==> config.mk <==
export PLATFORM = sky130hd
export DESIGN_NAME = arbitro_rr_4to1_flat
export DESIGN_NICKNAME = d
export VERILOG_FILES = /design/src/rtl/arbitro_rr_4to1_if.sv /design/src/rtl/arbitro_rr_4to1.sv /design/src/flat_wrapper.sv
export SDC_FILE = /design/constraint.sdc
export NUM_CORES = 1
export LEC_CHECK = 0
export ABC_AREA = 1
export BUFFER_PORTS_ARGS = -buffer_cell sky130_fd_sc_hd__buf_2
export CORE_AREA = 2 2 58 60
export DETAILED_ROUTE_END_ITERATION = 8
export DIE_AREA = 0 0 60 62
export HOLD_SLACK_MARGIN = 0.08
export PLACE_DENSITY = 0.79
export SYNTH_ARGS = -nofsm -noshare
export SYNTH_HDL_FRONTEND = slang
export SYNTH_SLANG_ARGS = --single-unit
==> constraint.sdc <==
create_clock -name clk -period 2.7 [get_ports clk]
set_input_delay 0.135 -clock clk [delete_from_list [all_inputs] [get_ports clk]]
set_output_delay 0.135 -clock clk [all_outputs]
set_load 0.01 [all_outputs]
==> src/rtl/arbitro_rr_4to1_if.sv <==
// Lane-side bundle of the 4:1 round-robin merger: four FIFO heads in, one egress FIFO out.
// The master modport is the arbiter; the slave modport is whoever owns the FIFOs.
interface arbitro_rr_4to1_if #(
  parameter int BW = 6
);
  logic          empty0, empty1, empty2, empty3;
  logic [BW-1:0] data_in0, data_in1, data_in2, data_in3;
  logic          pop0, pop1, pop2, pop3;
  logic          almost_full;
  logic          push;
  logic [BW-1:0] data_out;
  logic [3:0]    grant;
  logic          idle;

  // Handshake: pop_k is a same-cycle pop of the head word of lane k (taken only while !empty_k);
  // push is the registered write strobe, data_out is valid only while push=1, and almost_full
  // guarantees at least one free slot, absorbing the single in-flight push.
  modport master (
    input  empty0, empty1, empty2, empty3,
    input  data_in0, data_in1, data_in2, data_in3,
    input  almost_full,
    output pop0, pop1, pop2, pop3,
    output push, data_out, grant, idle
  );

  modport slave (
    output empty0, empty1, empty2, empty3,
    output data_in0, data_in1, data_in2, data_in3,
    output almost_full,
    input  pop0, pop1, pop2, pop3,
    input  push, data_out, grant, idle
  );
endinterface

==> src/rtl/arbitro_rr_4to1.sv <==
// Round-robin arbiter merging four first-word-fall-through lane FIFOs into one egress FIFO,
// with bounded bursts per owner and almost_full backpressure.
module arbitro_rr_4to1 #(
  parameter int BW        = 6,
  parameter int MAX_BURST = 4,
  parameter int CNT_W     = 3
) (
  input  logic                 clk,
  input  logic                 reset,
  input  logic [3:0]           state,
  arbitro_rr_4to1_if.master    bus,
  output logic                 dbg_burst,
  output logic [1:0]           dbg_ptr,
  output logic [CNT_W-1:0]     dbg_cnt
);

  typedef enum logic {ARB_IDLE = 1'b0, ARB_BURST = 1'b1} arb_state_t;

  localparam logic [3:0] ST_RESET  = 4'b0001;
  localparam logic [3:0] ST_IDLE   = 4'b0100;
  localparam logic [3:0] ST_ACTIVE = 4'b1000;

  arb_state_t       fsm;
  logic [1:0]       ptr;
  logic [CNT_W-1:0] cnt;

  logic [3:0]       req;
  logic [BW-1:0]    din [4];
  logic             en;
  logic             any_req;
  logic             keep;
  logic             found;
  logic [1:0]       cand;
  logic [1:0]       sel;
  logic             pop_sel;
  logic             sync_rst;

  assign req     = {~bus.empty3, ~bus.empty2, ~bus.empty1, ~bus.empty0};
  assign din[0]  = bus.data_in0;
  assign din[1]  = bus.data_in1;
  assign din[2]  = bus.data_in2;
  assign din[3]  = bus.data_in3;
  assign any_req = |req;
  assign en      = ((state == ST_IDLE) || (state == ST_ACTIVE)) && !reset;
  assign sync_rst = reset || (state == ST_RESET);

  // The owner keeps the grant only while it still has data and burst budget left.
  assign keep = (fsm == ARB_BURST) && req[ptr] && (cnt < CNT_W'(MAX_BURST));

  always_comb begin
    sel   = ptr;
    found = 1'b0;
    cand  = ptr;
    if (!keep) begin
      // Search ptr+1, ptr+2, ptr+3, then ptr itself (i=4 wraps back to ptr).
      for (int i = 1; i <= 4; i++) begin
        cand = ptr + 2'(i);
        if (!found && req[cand]) begin
          sel   = cand;
          found = 1'b1;
        end
      end
    end
  end

  assign pop_sel  = en && !bus.almost_full && any_req;
  assign bus.pop0 = pop_sel && (sel == 2'd0);
  assign bus.pop1 = pop_sel && (sel == 2'd1);
  assign bus.pop2 = pop_sel && (sel == 2'd2);
  assign bus.pop3 = pop_sel && (sel == 2'd3);

  always_ff @(posedge clk) begin
    if (sync_rst) begin
      fsm          <= ARB_IDLE;
      ptr          <= 2'd3;
      cnt          <= '0;
      bus.push     <= 1'b0;
      bus.data_out <= '0;
      bus.grant    <= 4'b0000;
      bus.idle     <= 1'b1;
    end else if (pop_sel) begin
      fsm          <= ARB_BURST;
      ptr          <= sel;
      // A re-grant to an exhausted owner restarts the burst instead of counting past the limit.
      cnt          <= keep ? cnt + CNT_W'(1) : CNT_W'(1);
      bus.push     <= 1'b1;
      bus.data_out <= din[sel];
      bus.grant    <= 4'b0001 << sel;
      bus.idle     <= 1'b0;
    end else begin
      bus.push  <= 1'b0;
      bus.grant <= 4'b0000;
      bus.idle  <= !any_req;
      if (en && !any_req) begin
        fsm <= ARB_IDLE;
      end
    end
  end

  assign dbg_burst = (fsm == ARB_BURST);
  assign dbg_ptr   = ptr;
  assign dbg_cnt   = cnt;

endmodule
==> src/flat_wrapper.sv <==
// flat-port wrapper written by rule: the top's interface ports become plain ports
module arbitro_rr_4to1_flat 
#(
  parameter int BW        = 6,
  parameter int MAX_BURST = 4,
  parameter int CNT_W     = 3
)
  (clk, reset, state, dbg_burst, dbg_ptr, dbg_cnt, bus_empty0, bus_empty1, bus_empty2, bus_empty3, bus_data_in0, bus_data_in1, bus_data_in2, bus_data_in3, bus_almost_full, bus_pop0, bus_pop1, bus_pop2, bus_pop3, bus_push, bus_data_out, bus_grant, bus_idle);
  arbitro_rr_4to1_if #(.BW(BW)) bus_i ();
  input  logic clk;
  input  logic reset;
  input  logic [3:0] state;
  output logic dbg_burst;
  output logic [1:0] dbg_ptr;
  output logic [CNT_W-1:0] dbg_cnt;
  input wire logic [$bits(bus_i.empty0)-1:0] bus_empty0;
  input wire logic [$bits(bus_i.empty1)-1:0] bus_empty1;
  input wire logic [$bits(bus_i.empty2)-1:0] bus_empty2;
  input wire logic [$bits(bus_i.empty3)-1:0] bus_empty3;
  input wire logic [$bits(bus_i.data_in0)-1:0] bus_data_in0;
  input wire logic [$bits(bus_i.data_in1)-1:0] bus_data_in1;
  input wire logic [$bits(bus_i.data_in2)-1:0] bus_data_in2;
  input wire logic [$bits(bus_i.data_in3)-1:0] bus_data_in3;
  input wire logic [$bits(bus_i.almost_full)-1:0] bus_almost_full;
  output wire logic [$bits(bus_i.pop0)-1:0] bus_pop0;
  output wire logic [$bits(bus_i.pop1)-1:0] bus_pop1;
  output wire logic [$bits(bus_i.pop2)-1:0] bus_pop2;
  output wire logic [$bits(bus_i.pop3)-1:0] bus_pop3;
  output wire logic [$bits(bus_i.push)-1:0] bus_push;
  output wire logic [$bits(bus_i.data_out)-1:0] bus_data_out;
  output wire logic [$bits(bus_i.grant)-1:0] bus_grant;
  output wire logic [$bits(bus_i.idle)-1:0] bus_idle;
  assign bus_i.empty0 = bus_empty0;
  assign bus_i.empty1 = bus_empty1;
  assign bus_i.empty2 = bus_empty2;
  assign bus_i.empty3 = bus_empty3;
  assign bus_i.data_in0 = bus_data_in0;
  assign bus_i.data_in1 = bus_data_in1;
  assign bus_i.data_in2 = bus_data_in2;
  assign bus_i.data_in3 = bus_data_in3;
  assign bus_i.almost_full = bus_almost_full;
  assign bus_pop0 = bus_i.pop0;
  assign bus_pop1 = bus_i.pop1;
  assign bus_pop2 = bus_i.pop2;
  assign bus_pop3 = bus_i.pop3;
  assign bus_push = bus_i.push;
  assign bus_data_out = bus_i.data_out;
  assign bus_grant = bus_i.grant;
  assign bus_idle = bus_i.idle;
  arbitro_rr_4to1 #(.BW(BW), .MAX_BURST(MAX_BURST), .CNT_W(CNT_W)) u_core (.clk(clk), .reset(reset), .state(state), .bus(bus_i), .dbg_burst(dbg_burst), .dbg_ptr(dbg_ptr), .dbg_cnt(dbg_cnt));
endmodule
== After elaboration in Yosys (flattened, before gate mapping) ==
Index checks and enable logic that the tools add are counted.

* Reduce and logical (&&, ||, !) cells: 25
* Divide/modulo/power cells: 0
* Shift-type cells: 1
* Order comparisons: 6
* Bitwise gates (word level): 6
* $add $sub $neg: 4
* Equal/unequal tests: 6
* Multiplexer cells: 27
* $mul: 0

{| class="wikitable"
|+ Operators by type and width
! kind !! number
|-
| 2-to-1 mux 1 bit || 14
|-
| logical AND 1 bit || 13
|-
| binary-select mux 6 bit (select 2 bit) || 1
|-
| less-than comparator 2 x 3 -> 1 bit, second input constant || 4
|-
| 2-to-1 mux 6 bit || 2
|-
| 2-to-1 mux 2 bit || 5
|-
| binary-select mux 1 bit (select 2 bit) || 4
|-
| zero test 1 bit || 6
|-
| NOT 1 bit || 5
|-
| adder 2 bit, second input constant || 2
|-
| equality test 2 bit, second input constant || 2
|-
| equality test 4 x 1 -> 1 bit, second input constant || 1
|-
| equality test 4 x 3 -> 1 bit, second input constant || 1
|-
| equality test 4 bit, second input constant || 1
|-
| OR reduction 4 bit || 1
|-
| << shifter 1 x 2 -> 4 bit, first input constant || 1
|-
| adder 3 x 1 -> 3 bit, second input constant || 1
|-
| greater-or-equal comparator 3 bit, second input constant || 1
|-
| less-than comparator 3 bit, second input constant || 1
|-
| 2-to-1 mux 3 bit || 1
|-
| NOT 2 -> 3 bit || 1
|-
| adder 2 x 1 -> 2 bit, second input constant || 1
|-
| equality test 2 x 1 -> 1 bit, second input constant || 1
|-
| zero test 2 bit || 1
|-
| other kinds (3) || 4
|}

* Bits in latches: 0
* Bits in writable memories: 0
* Input port bits: 35
* Memory bits (read-only): 0
* Output and inout port bits: 22
* Flip-flop bits (word level): 18
* Memories kept: 0

== Logic depth before layout (Yosys ltp) ==
Gate-level depths: netlist of run 1.

* Depth after elaboration: 22
* Gate-level depth with buffers: 17
* Gate-level depth less buffers: 16

== Worst setup path after synthesis of run 1 ==
No wires, ideal clock.

* Path kind: register to output
* Start: register u_core.ptr[0], in the netlist u_core.dbg_ptr[0]
* End: output bus_pop2
* Data required time: 2565 ps
* Buffers on the path: 1
* Path slack: 932 ps
* Stages on the path, launching flop included: 14
* Arrival time: 1633 ps
* Path through: dfxtp_1 inv_2 buf_8 nand2_4 nand2_4 nand2_4 nand2_4 nand3_2 nand3_1 nand3_1 nand2_2 nor2_1 inv_2 nor2_1

* Cells in the longest elaborated chain, start to end: 19

{| class="wikitable"
|+ Ends and longest elaborated chain
! item !! RTL line !! RTL
|-
| from (decl) || arbitro_rr_4to1.sv:24 || <nowiki>logic [1:0] ptr;</nowiki>
|-
| from (signal assigned) || arbitro_rr_4to1.sv:83 || <nowiki>ptr <= sel;</nowiki>
|-
| adder 2 x 1 -> 2 bit || arbitro_rr_4to1.sv:57 || <nowiki>cand = ptr + 2'(i);</nowiki>
|-
| binary-select mux 1 bit (select 2 bit) || arbitro_rr_4to1.sv:58 || <nowiki>if (!found && req[cand]) begin</nowiki>
|-
| 2-to-1 mux 1 bit (not written as such) || arbitro_rr_4to1.sv:58 ||
|-
| 2-to-1 mux 1 bit || arbitro_rr_4to1.sv:58 ||
|-
| 2-to-1 mux 1 bit || arbitro_rr_4to1.sv:54 || <nowiki>if (!keep) begin</nowiki>
|-
| zero test 1 bit || arbitro_rr_4to1.sv:58 ||
|-
| logical AND 1 bit || arbitro_rr_4to1.sv:58 ||
|-
| 2-to-1 mux 1 bit || arbitro_rr_4to1.sv:58 ||
|-
| [... 3 more ...] || n/a ||
|-
| 2-to-1 mux 1 bit || arbitro_rr_4to1.sv:58 ||
|-
| 2-to-1 mux 1 bit || arbitro_rr_4to1.sv:54 ||
|-
| zero test 1 bit || arbitro_rr_4to1.sv:58 ||
|-
| logical AND 1 bit || arbitro_rr_4to1.sv:58 ||
|-
| 2-to-1 mux 2 bit || arbitro_rr_4to1.sv:58 ||
|-
| 2-to-1 mux 2 bit (*) || arbitro_rr_4to1.sv:54 ||
|-
| equality test 2 bit (*) || arbitro_rr_4to1.sv:69 || <nowiki>assign bus.pop2 = pop_sel && (sel == 2'd2);</nowiki>
|-
| logical AND 1 bit (*) || arbitro_rr_4to1.sv:69 ||
|-
| to (decl) || flat_wrapper.sv:27 || <nowiki>output wire logic [$bits(bus_i.pop2)-1:0] bus_pop2;</nowiki>
|}

Every way passes the cells marked *; elsewhere a longest branch is shown, timed or not. The select of a mux whose other input is x is not followed.

== Final worst setup path of run 1 ==
* Start: register u_core.ptr[1], in the netlist u_core.dbg_ptr[1]
* End: output bus_pop1

* Cells in the longest elaborated chain, start to end: 19

{| class="wikitable"
|+ Ends and longest elaborated chain
! item !! RTL line !! RTL
|-
| adder 2 x 1 -> 2 bit || arbitro_rr_4to1.sv:57 ||
|-
| binary-select mux 1 bit (select 2 bit) || arbitro_rr_4to1.sv:58 ||
|-
| 2-to-1 mux 1 bit (not written as such) || arbitro_rr_4to1.sv:58 ||
|-
| 2-to-1 mux 1 bit || arbitro_rr_4to1.sv:58 ||
|-
| 2-to-1 mux 1 bit || arbitro_rr_4to1.sv:54 ||
|-
| zero test 1 bit || arbitro_rr_4to1.sv:58 ||
|-
| logical AND 1 bit || arbitro_rr_4to1.sv:58 ||
|-
| 2-to-1 mux 1 bit || arbitro_rr_4to1.sv:58 ||
|-
| [... 3 more ...] || n/a ||
|-
| 2-to-1 mux 1 bit || arbitro_rr_4to1.sv:58 ||
|-
| 2-to-1 mux 1 bit || arbitro_rr_4to1.sv:54 ||
|-
| zero test 1 bit || arbitro_rr_4to1.sv:58 ||
|-
| logical AND 1 bit || arbitro_rr_4to1.sv:58 ||
|-
| 2-to-1 mux 2 bit || arbitro_rr_4to1.sv:58 ||
|-
| 2-to-1 mux 2 bit (*) || arbitro_rr_4to1.sv:54 ||
|-
| equality test 2 x 1 -> 1 bit (*) || arbitro_rr_4to1.sv:68 || <nowiki>assign bus.pop1 = pop_sel && (sel == 2'd1);</nowiki>
|-
| logical AND 1 bit (*) || arbitro_rr_4to1.sv:68 ||
|-
| to (decl) || flat_wrapper.sv:26 || <nowiki>output wire logic [$bits(bus_i.pop1)-1:0] bus_pop1;</nowiki>
|}

Marks and branches as above.

==> results.md, run 1 <==
Outcome:
- The flow ran to the end, and the final reports show no timing, DRC or antenna violations.

Routing:
- The count of routing violations after the opening detailed-route iteration is 33.
- For this run, design rule violations remaining after detail routing come to 0.
- The total length of routed wires is 3.347 mm.
- In the routed layout, each cell is associated on average with a via count of 4.824.
- The overall via count from detail_route is 1563.
- The first TritonRoute pass finished after 4 iterations.
- In this run the remaining antenna-violating nets after routing total 0.
- The post-detailed-route wirelength per cell is 10.33 um.

STA:
- Setup repair after global routing left no endpoint under its margin.
- The final hold violation count is 0.
- The max-slew violation count came to 0.
- Measured against its own limit, the worst slew margin works out to 52.49%.
- For the final routed database, the setup TNS stands at 0 ps.
- The post-route clock period utilization is 90.12%.
- For the pin with the worst max-slew slack, the measured transition is 706.1 ps.
- Clock skew on the completed layout was measured at 12.97 ps.
- Timing would allow up to 0.4110 GHz.
- The time the worst path needs with I/O delays and setup is 2433 ps.
- The total setup violations reported at the end of the flow is 0.

Min path:
- The path class of the lowest-slack min-delay path is primary input to flip-flop.

Place:
- After detailed placement, the total cell area comes to 0.001768 mm^2.
- The number of buffers inserted by port buffering is 56.
- Once placement completed, the tool counted placed cells totaling 320.
- Detailed placement ended at an HPWL of 2.632 mm.
- The final weighted congestion in routability-driven placement is 0.8242.

Critical path:
- Following the worst setup path forward leads to its endpoint at bus_pop1.
- The data required time at the worst endpoint is 2570 ps.
- The signal on the critical path passes through inv_4 > nand2_1 > nand2_2 > nand2_1 > nand2_1 > nand3_2 > nand2_2 > nand3_4 > nand2_2 > inv_2 > nand2_1 > nor2_1 > buf_2.
- The slowest stage cell on the critical path is dfxtp_1.
- The most critical setup path has its startpoint at u_core.dbg_ptr[1]$_SDFFE_PP1P_.
- Of all nets on the critical path, the largest fanout is 12.
- The worst reg-to-reg path cell count is 11.
- STA puts the critical path data arrival time at 2300 ps.
- The setup check on the worst reg-to-reg path leaves a slack of 670 ps.
- The most numerous cell type found on the critical path is nand2_1.
- The stage delay of the slowest cell on the critical path is 570 ps.
- The launch point of the worst reg-to-reg path is u_core.dbg_ptr[1]$_SDFFE_PP1P_.
- In this run the critical register-to-register path is captured at u_core.dbg_ptr[0]$_SDFFE_PP1P_.
- The kind of start point of the critical path is a flip-flop.
- The critical setup path kind is flip-flop to output port.
- The element type at the critical path end is an output port.

Yosys:
- The register area share after synthesis is 24.22%.
- The number of synthesized register bits is 18.
- The number of cells produced by synthesis is 223.
- Summing every instance area after synthesis gives 0.001488 mm^2.
- Yosys mapped the design onto 26 distinct sky130hd cell types.
- The synthesized netlist net count is 259.
- The total number of yosys warnings is 0.
- A synthesized cell averages 6.671 um^2.

Power:
- Net switching is 33.73% of the power.
- For this design the ratio of total power to cell area is 357.5 mW/mm^2.
- The internal power is 429.0 uW.
- Registers are responsible for 42.6% of the overall power.
- The clock group share of total power is 26.0%.
- In this run the power spent charging and discharging nets is 218.3 uW.
- The share of total power in combinational logic is 31.4%.
- Summed over all cells, the static leakage comes to 1.048 nW.
- The worst vdd rail ir drop is 0.0003275 V.

Finish:
- The count of cells in the finished layout, fillers not included, comes to 324.
- In the layout the commonest cells are nand2_1 (56), buf_2 (56), inv_1 (28).
- The design area is 0.001810 mm^2.
- Measured on the finished design, the core utilization comes to 56.95%.
- The antenna diode instance count is 0.
- Cells with a size suffix above 1 make up 39.93% of the layout.
- The area growth from synthesis to layout is 21.70%.
- The final-stage net count is 315.

Global route:
- The number of global-route vias before repair was 1250.
- The largest net degree at the start of global routing is 20.
- The global-route congestion overflow total is 0.
- The initial antenna violation count is 0.
- The combined global-route utilization of all metal layers is 18.34%.
- The wire length of the first global-routing pass is 5.244 mm.

Run:
- The tool flagged a number of max-cap violations equal to 0.

Die:
- The initial utilization of the core area, before any placement, comes to 46.79%.
- The die is 60 um wide.
- The die span in y is 62 um.
- During I/O placement, the number of pins put on the boundary was 57.
- The core outline area is 0.003179 mm^2.
- In this run the core area contains 21 standard-cell rows.
- The area of the die is 0.003720 mm^2.

Clocking:
- The number of hold buffers added after CTS was 0.
- The number of clock buffers inserted by TritonCTS is 3.
- The clock latency on the worst-skew pair is 300 ps.
- The clock-pin slew reported for the worst setup and hold paths after clock tree synthesis is 110 ps.
- The worst-case clock buffer depth is 2.
- CTS placed an instance of clkbuf_4 at the clock tree root.
- TritonCTS built the clock tree.
- The tree built by TritonCTS fans out to 18 sinks.
- The maximum level of the CTS H-tree is 1.
worst max-delay path, delay by kind of cell (launching register included):
kind | cells | cell delay, ps
buffers and inverters | 3 | 340
AND/OR/NAND/NOR | 10 | 1080
flip-flops | 1 | 570
cell families after synthesis:
logic type | count (synthesis) | share of synthesized area, %
and+or+nand+nor | 153 | 57.19
DFF | 18 | 24.22
adders and majority gates | 1 | 0.8409
AOI/OAI and AO/OA | 11 | 4.457
buffers and inverters | 40 | 13.29
sequential cells by signal, indices dropped and copies added (netlist names):
name,count
u_core.bus.push,1
u_core.dbg_cnt,3
u_core.bus.idle,1
u_core.bus.grant,4
u_core.dbg_burst,1
u_core.dbg_ptr,2
u_core.bus.data_out,6
metrics by stage:
stage,power (mW),worst slack [ps],hold WS (ps)
after floorplan,0.4311,932.0,299.2
after global placement,0.4820,587.6,419.6
after detailed placement,0.4841,566.2,417.8
after CTS,0.6481,230.9,96.14
after global routing,0.6848,2.137,110.9
final,0.6473,266.6,97.10
worst min path at each step:
stage                                from                         end  cells past startpoint
final                     bus_almost_full  u_core.bus.push$_SDFF_PP0_                      2
after global routing      bus_almost_full  u_core.bus.push$_SDFF_PP0_                      2
after CTS                 bus_almost_full  u_core.bus.push$_SDFF_PP0_                      2
after detailed placement  bus_almost_full  u_core.bus.push$_SDFF_PP0_                      2
after global placement    bus_almost_full  u_core.bus.push$_SDFF_PP0_                      2
after floorplan                     reset  u_core.bus.idle$_SDFF_PP1_                      2
area by class of cell:
type / instances / area, um^2
fillers: 330 / 1369
multi-input cells: 165 / 929.6
flip-flops and latches: 18 / 360.3
repair buffers: 57 / 291.5
inverters: 34 / 135.1
well taps: 46 / 57.56
clock buffers: 4 / 36.28
what timing repair did:
| item | in CTS | in global routing |
|---|---|---|
| setup endpoints to repair | 0 | 1 |
| resized for setup | 0 | 3 |
| setup buffers | 0 | 0 |
power groups by stage:
stage	clock, mW	combinational (mW)	sequential [mW]
after floorplan	0	0.147	0.284
final	0.168	0.203	0.276
after detailed placement	0	0.203	0.282
after global placement	0	0.200	0.282
after global routing	0.178	0.230	0.276
after CTS	0.169	0.203	0.276
Yosys cell counts, drive strengths merged:
cell | number | share of area [%]
a21oi | 3 | 1.0
o211ai | 2 | 1.0
dfxtp | 18 | 24
nor2 | 23 | 6.3
nand2 | 82 | 28
nor3 | 2 | 1.4
nand4 | 3 | 1.3
inv | 34 | 8.9
o21ai | 4 | 1.6
ha | 1 | 0.84
nand3 | 42 | 20
buf | 6 | 4.4
nor4 | 1 | 0.42
a31oi | 2 | 0.84
layer usage:
metal	vias to the layer above	routed length (um)	global-route usage [%]
li1	819	-	-
met1	691	1537	23.40
met2	51	1572	32.30
met3	2	231	4.762
met4	0	6	1.905
met5	-	0	0
(Power assumes the default switching activity.)
==> run 2, diff against run 1 <==
--- a/config.mk
+++ b/config.mk
@@ -7,11 +7,13 @@
 export LEC_CHECK = 0
 export ABC_AREA = 1
 export BUFFER_PORTS_ARGS = -buffer_cell sky130_fd_sc_hd__buf_2
-export CORE_AREA = 2 2 58 60
+export CELL_PAD_IN_SITES_DETAIL_PLACEMENT = 1
+export CELL_PAD_IN_SITES_GLOBAL_PLACEMENT = 1
+export CORE_AREA = 2 2 52 91
 export DETAILED_ROUTE_END_ITERATION = 8
-export DIE_AREA = 0 0 60 62
+export DIE_AREA = 0 0 54 93
 export HOLD_SLACK_MARGIN = 0.08
-export PLACE_DENSITY = 0.79
+export PLACE_DENSITY = 0.83
 export SYNTH_ARGS = -nofsm -noshare
 export SYNTH_HDL_FRONTEND = slang
 export SYNTH_SLANG_ARGS = --single-unit
==> run 2 against run 1 <==
  * Sequential power barely moved
  * Critical endpoint unchanged
  * Cell count rose by 1.5%
  * Worst hold slack improved by 57 ps
  * Largest cell class unchanged
  * Register-to-register slack got worse by 50 ps
  * Clock skew fell by 8.3 ps
==> results.md, run 2 (synthesized netlist as in run 1, its figures left out) <==
Outcome:
- Run status: completed (unchanged).

Critical path:
- The stage delay of the slowest cell on the critical path came to 590 ps (was 570 ps).
- The number of buffers and inverters on the critical path came to 2 (was 3).
- The element type at the critical path end is an output port (unchanged).
- The category of cells accounting for the largest share of critical-path delay was simple AND/OR/NAND/NOR gates (unchanged).
- The slowest stage cell on the critical path is dfxtp_1 (unchanged).
- The data required time at the worst endpoint is 2570 ps (about the same).
- The kind of start point of the critical path is a flip-flop (unchanged).
- Cell breakdown of the critical path: nand2_1 > nand2_2 > nand2_1 > nand2_1 > nand2_1 > nand2_2 > nand2_2 > nand3_4 > nand2_2 > inv_2 > nand2_1 > nor2_1 > buf_2 (was inv_4 > nand2_1 > nand2_2 > nand2_1 > nand2_1 > nand3_2 > nand2_2 > nand3_4 > nand2_2 > inv_2 > nand2_1 > nor2_1 > buf_2).
- The worst setup path startpoint is u_core.dbg_ptr[1]$_SDFFE_PP1P_ (unchanged).
- The arrival time at the worst endpoint came to 2340 ps (was 2300 ps).
- The maximum fanout along the worst path was 12 (unchanged).
- The critical setup path kind is flip-flop to output port (unchanged).
- The launch point of the worst reg-to-reg path is u_core.dbg_ptr[1]$_SDFFE_PP1P_ (unchanged).
- The most used cell along the critical path is nand2_1 (unchanged).

Routing:
- The post-detailed-route DRC marker count was 0 (unchanged).
- The total length of routed wires is 4.224 mm (was 3.347 mm).
- The first-pass iteration count of the detailed router came to 4 (unchanged).
- The number of nets with antenna violations after detailed routing is 0 (unchanged).
- The post-detailed-route via-to-cell ratio is 4.891 (was 4.824).
- The overall via count from detail_route is 1609 (was 1563).
- The post-detailed-route wirelength per cell is 12.84 um (was 10.33 um).
- The count of routing violations after the opening detailed-route iteration is 29 (was 33).

Die:
- The boundary pin count is 57 (unchanged).
- The core outline area is 0.004324 mm^2 (was 0.003179 mm^2).
- The area of the die is 0.005022 mm^2 (was 0.003720 mm^2).
- The row count is 32 (was 21).
- The width of the die is 54 um (was 60 um).
- The die span in y is 93 um (was 62 um).
- The initial core utilization came to 34.40% (was 46.79%).

Clocking:
- The worst-case clock buffer depth came to 2 (unchanged).
- The hold-fix buffer count after cts is 0 (unchanged).
- The clock tree from TritonCTS is done (unchanged).
- The number of clock buffers inserted by TritonCTS came to 3 (unchanged).
- The clock-pin slew reported for the worst setup and hold paths after clock tree synthesis is 70 ps (was 110 ps).
- The library cell used as clock root buffer is clkbuf_8 (was clkbuf_4).
- The maximum level of the CTS H-tree is 1 (unchanged).
- The number of instances resized during post-cts repair is 0 (unchanged).
- The TritonCTS sink count is 18 (unchanged).
- The clock latency on the worst-skew pair is 260 ps (was 300 ps).
- The number of setup buffers added after CTS is 0 (unchanged).

Power:
- The switching power is 231.2 uW (was 218.3 uW).
- The leakage power of the design is 1.055 nW (was 1.048 nW).
- The worst vdd rail ir drop is 0.0002499 V (was 0.0003275 V).
- The total power density per cell area is 386.4 mW/mm^2 (was 357.5 mW/mm^2).
- The share of total power in combinational logic is 29.5% (was 31.4%).
- The clock group share of total power is 31.5% (was 26.0%).
- The sequential group share of total power is 39.1% (was 42.6%).
- The switching portion of total power is 32.71% (was 33.73%).
- The internal power came to 475.6 uW (was 429.0 uW).

STA:
- The final hold violation count is 0 (unchanged).
- The post-route clock period utilization is 91.69% (was 90.12%).
- The clock skew is 4.629 ps (was 12.97 ps).
- The final-layout worst hold slack is 154.0 ps (was 97.10 ps).
- The accumulated negative setup slack is 0 ps (unchanged).
- The time the worst path needs with I/O delays and setup is 2476 ps (was 2433 ps).
- The worst slew margin relative to its limit is 53.16% (was 52.49%).
- The total setup violations reported at the end of the flow was 0 (unchanged).
- The measured slew at the worst slew-check pin came to 700.4 ps (was 706.1 ps).
- The maximum clock frequency was 0.4039 GHz (was 0.4110 GHz).
- The max-slew violation count is 0 (unchanged).
- Unrepaired setup endpoints after global routing: false (unchanged).

Global route:
- The initial antenna violation count is 0 (unchanged).
- The wire length of the first global-routing pass is 6.989 mm (was 5.244 mm).
- The largest net degree at the start of global routing is 20 (unchanged).
- The combined global-route utilization of all metal layers is 18.39% (was 18.34%).
- The number of global-route vias before repair came to 1623 (was 1250).
- The global-route congestion overflow total came to 0 (unchanged).

Place:
- The estimated wirelength of the detail-placed design is 3.524 mm (was 2.632 mm).
- The final weighted congestion in routability-driven placement is 0.7674 (was 0.8242).
- The number of buffers inserted by port buffering is 56 (unchanged).
- The placed cell area is 0.001774 mm^2 (was 0.001768 mm^2).

Run:
- The number of maximum-capacitance violations is 0 (unchanged).

Finish:
- The register name with the most flops is u_core.bus.data_out (unchanged).
- The ratio of cells with drive above 1 in the final layout is 39.93% (unchanged).
- The relative area change from synthesis to final layout is 22.96% (was 21.70%).
- Highest-count cells in the layout ignoring fill and taps: nand2_1 (56), buf_2 (56), inv_1 (28) (unchanged).
- The flip-flop count of the largest register, all copies and words added was 6 (unchanged).
- The final-stage net count was 315 (unchanged).
- The antenna diode instance count came to 0 (unchanged).
- The design area is 0.001829 mm^2 (was 0.001810 mm^2).

Min path:
- The origin of the worst min-delay path is bus_almost_full (unchanged).
- The path class of the lowest-slack min-delay path is primary input to flip-flop (unchanged).
run 2: cell types whose count changed in the layout (fill, tap and decap cells not counted):
cell      delta
clkbuf_4     -3
clkbuf_8     +3
buf_4        +1
buf_6        -1
inv_2        +1
inv_4        -1
run 2: metal layers:
| layer | vias up | global-route usage, % | routed length, um |
|---|---|---|---|
| met5 | - | 0 | 0 |
| met4 | 0 | 5.625 | 61 |
| met3 | 4 | 1.597 | 96 |
| met2 | 27 | 36.38 | 2527 |
| met1 | 769 | 18.77 | 1539 |
| li1 | 809 | - | - |
run 2: final cells by class:
class / instances / area (um^2)
multi-input combinational: 165 / 929.6
tap: 51 / 63.81
clock buffer: 4 / 55.05
sequential: 18 / 360.3
inverter: 34 / 132.6
fill: 605 / 2495
timing repair buffer: 57 / 287.8
run 2: metrics by stage:
stage,utilization (%),instances,total power [mW],setup WS [ps]
3_3_place_gp,41.03,325,0.4872,530.9
6_report,42.30,329,0.7068,224.4
2_1_floorplan,-,223,0.4311,932.0
4_1_cts,42.30,329,0.7134,212.4
3_5_place_dp,41.03,325,0.4925,497.2
5_1_grt,42.30,329,0.7506,5.639
run 2: worst paths after layout:
check	cells after the start	to	slack [ps]
worst max-delay path	13	bus_pop1	220
worst max register to register	15	u_core.bus.data_out[1]$_SDFFE_PP0P_	620
worst min-delay path	2	u_core.bus.push$_SDFF_PP0_	150
worst min register to register	2	u_core.dbg_cnt[2]$_SDFFE_PP0P_	490
run 2: power groups by stage:
stage               Sequential (mW)  Clock (mW)  Combinational (mW)
global route                  0.277       0.239               0.235
floorplan                     0.284           0               0.147
CTS                           0.276       0.226               0.211
detailed placement            0.282           0               0.210
finish                        0.276       0.222               0.208
global placement              0.282           0               0.205
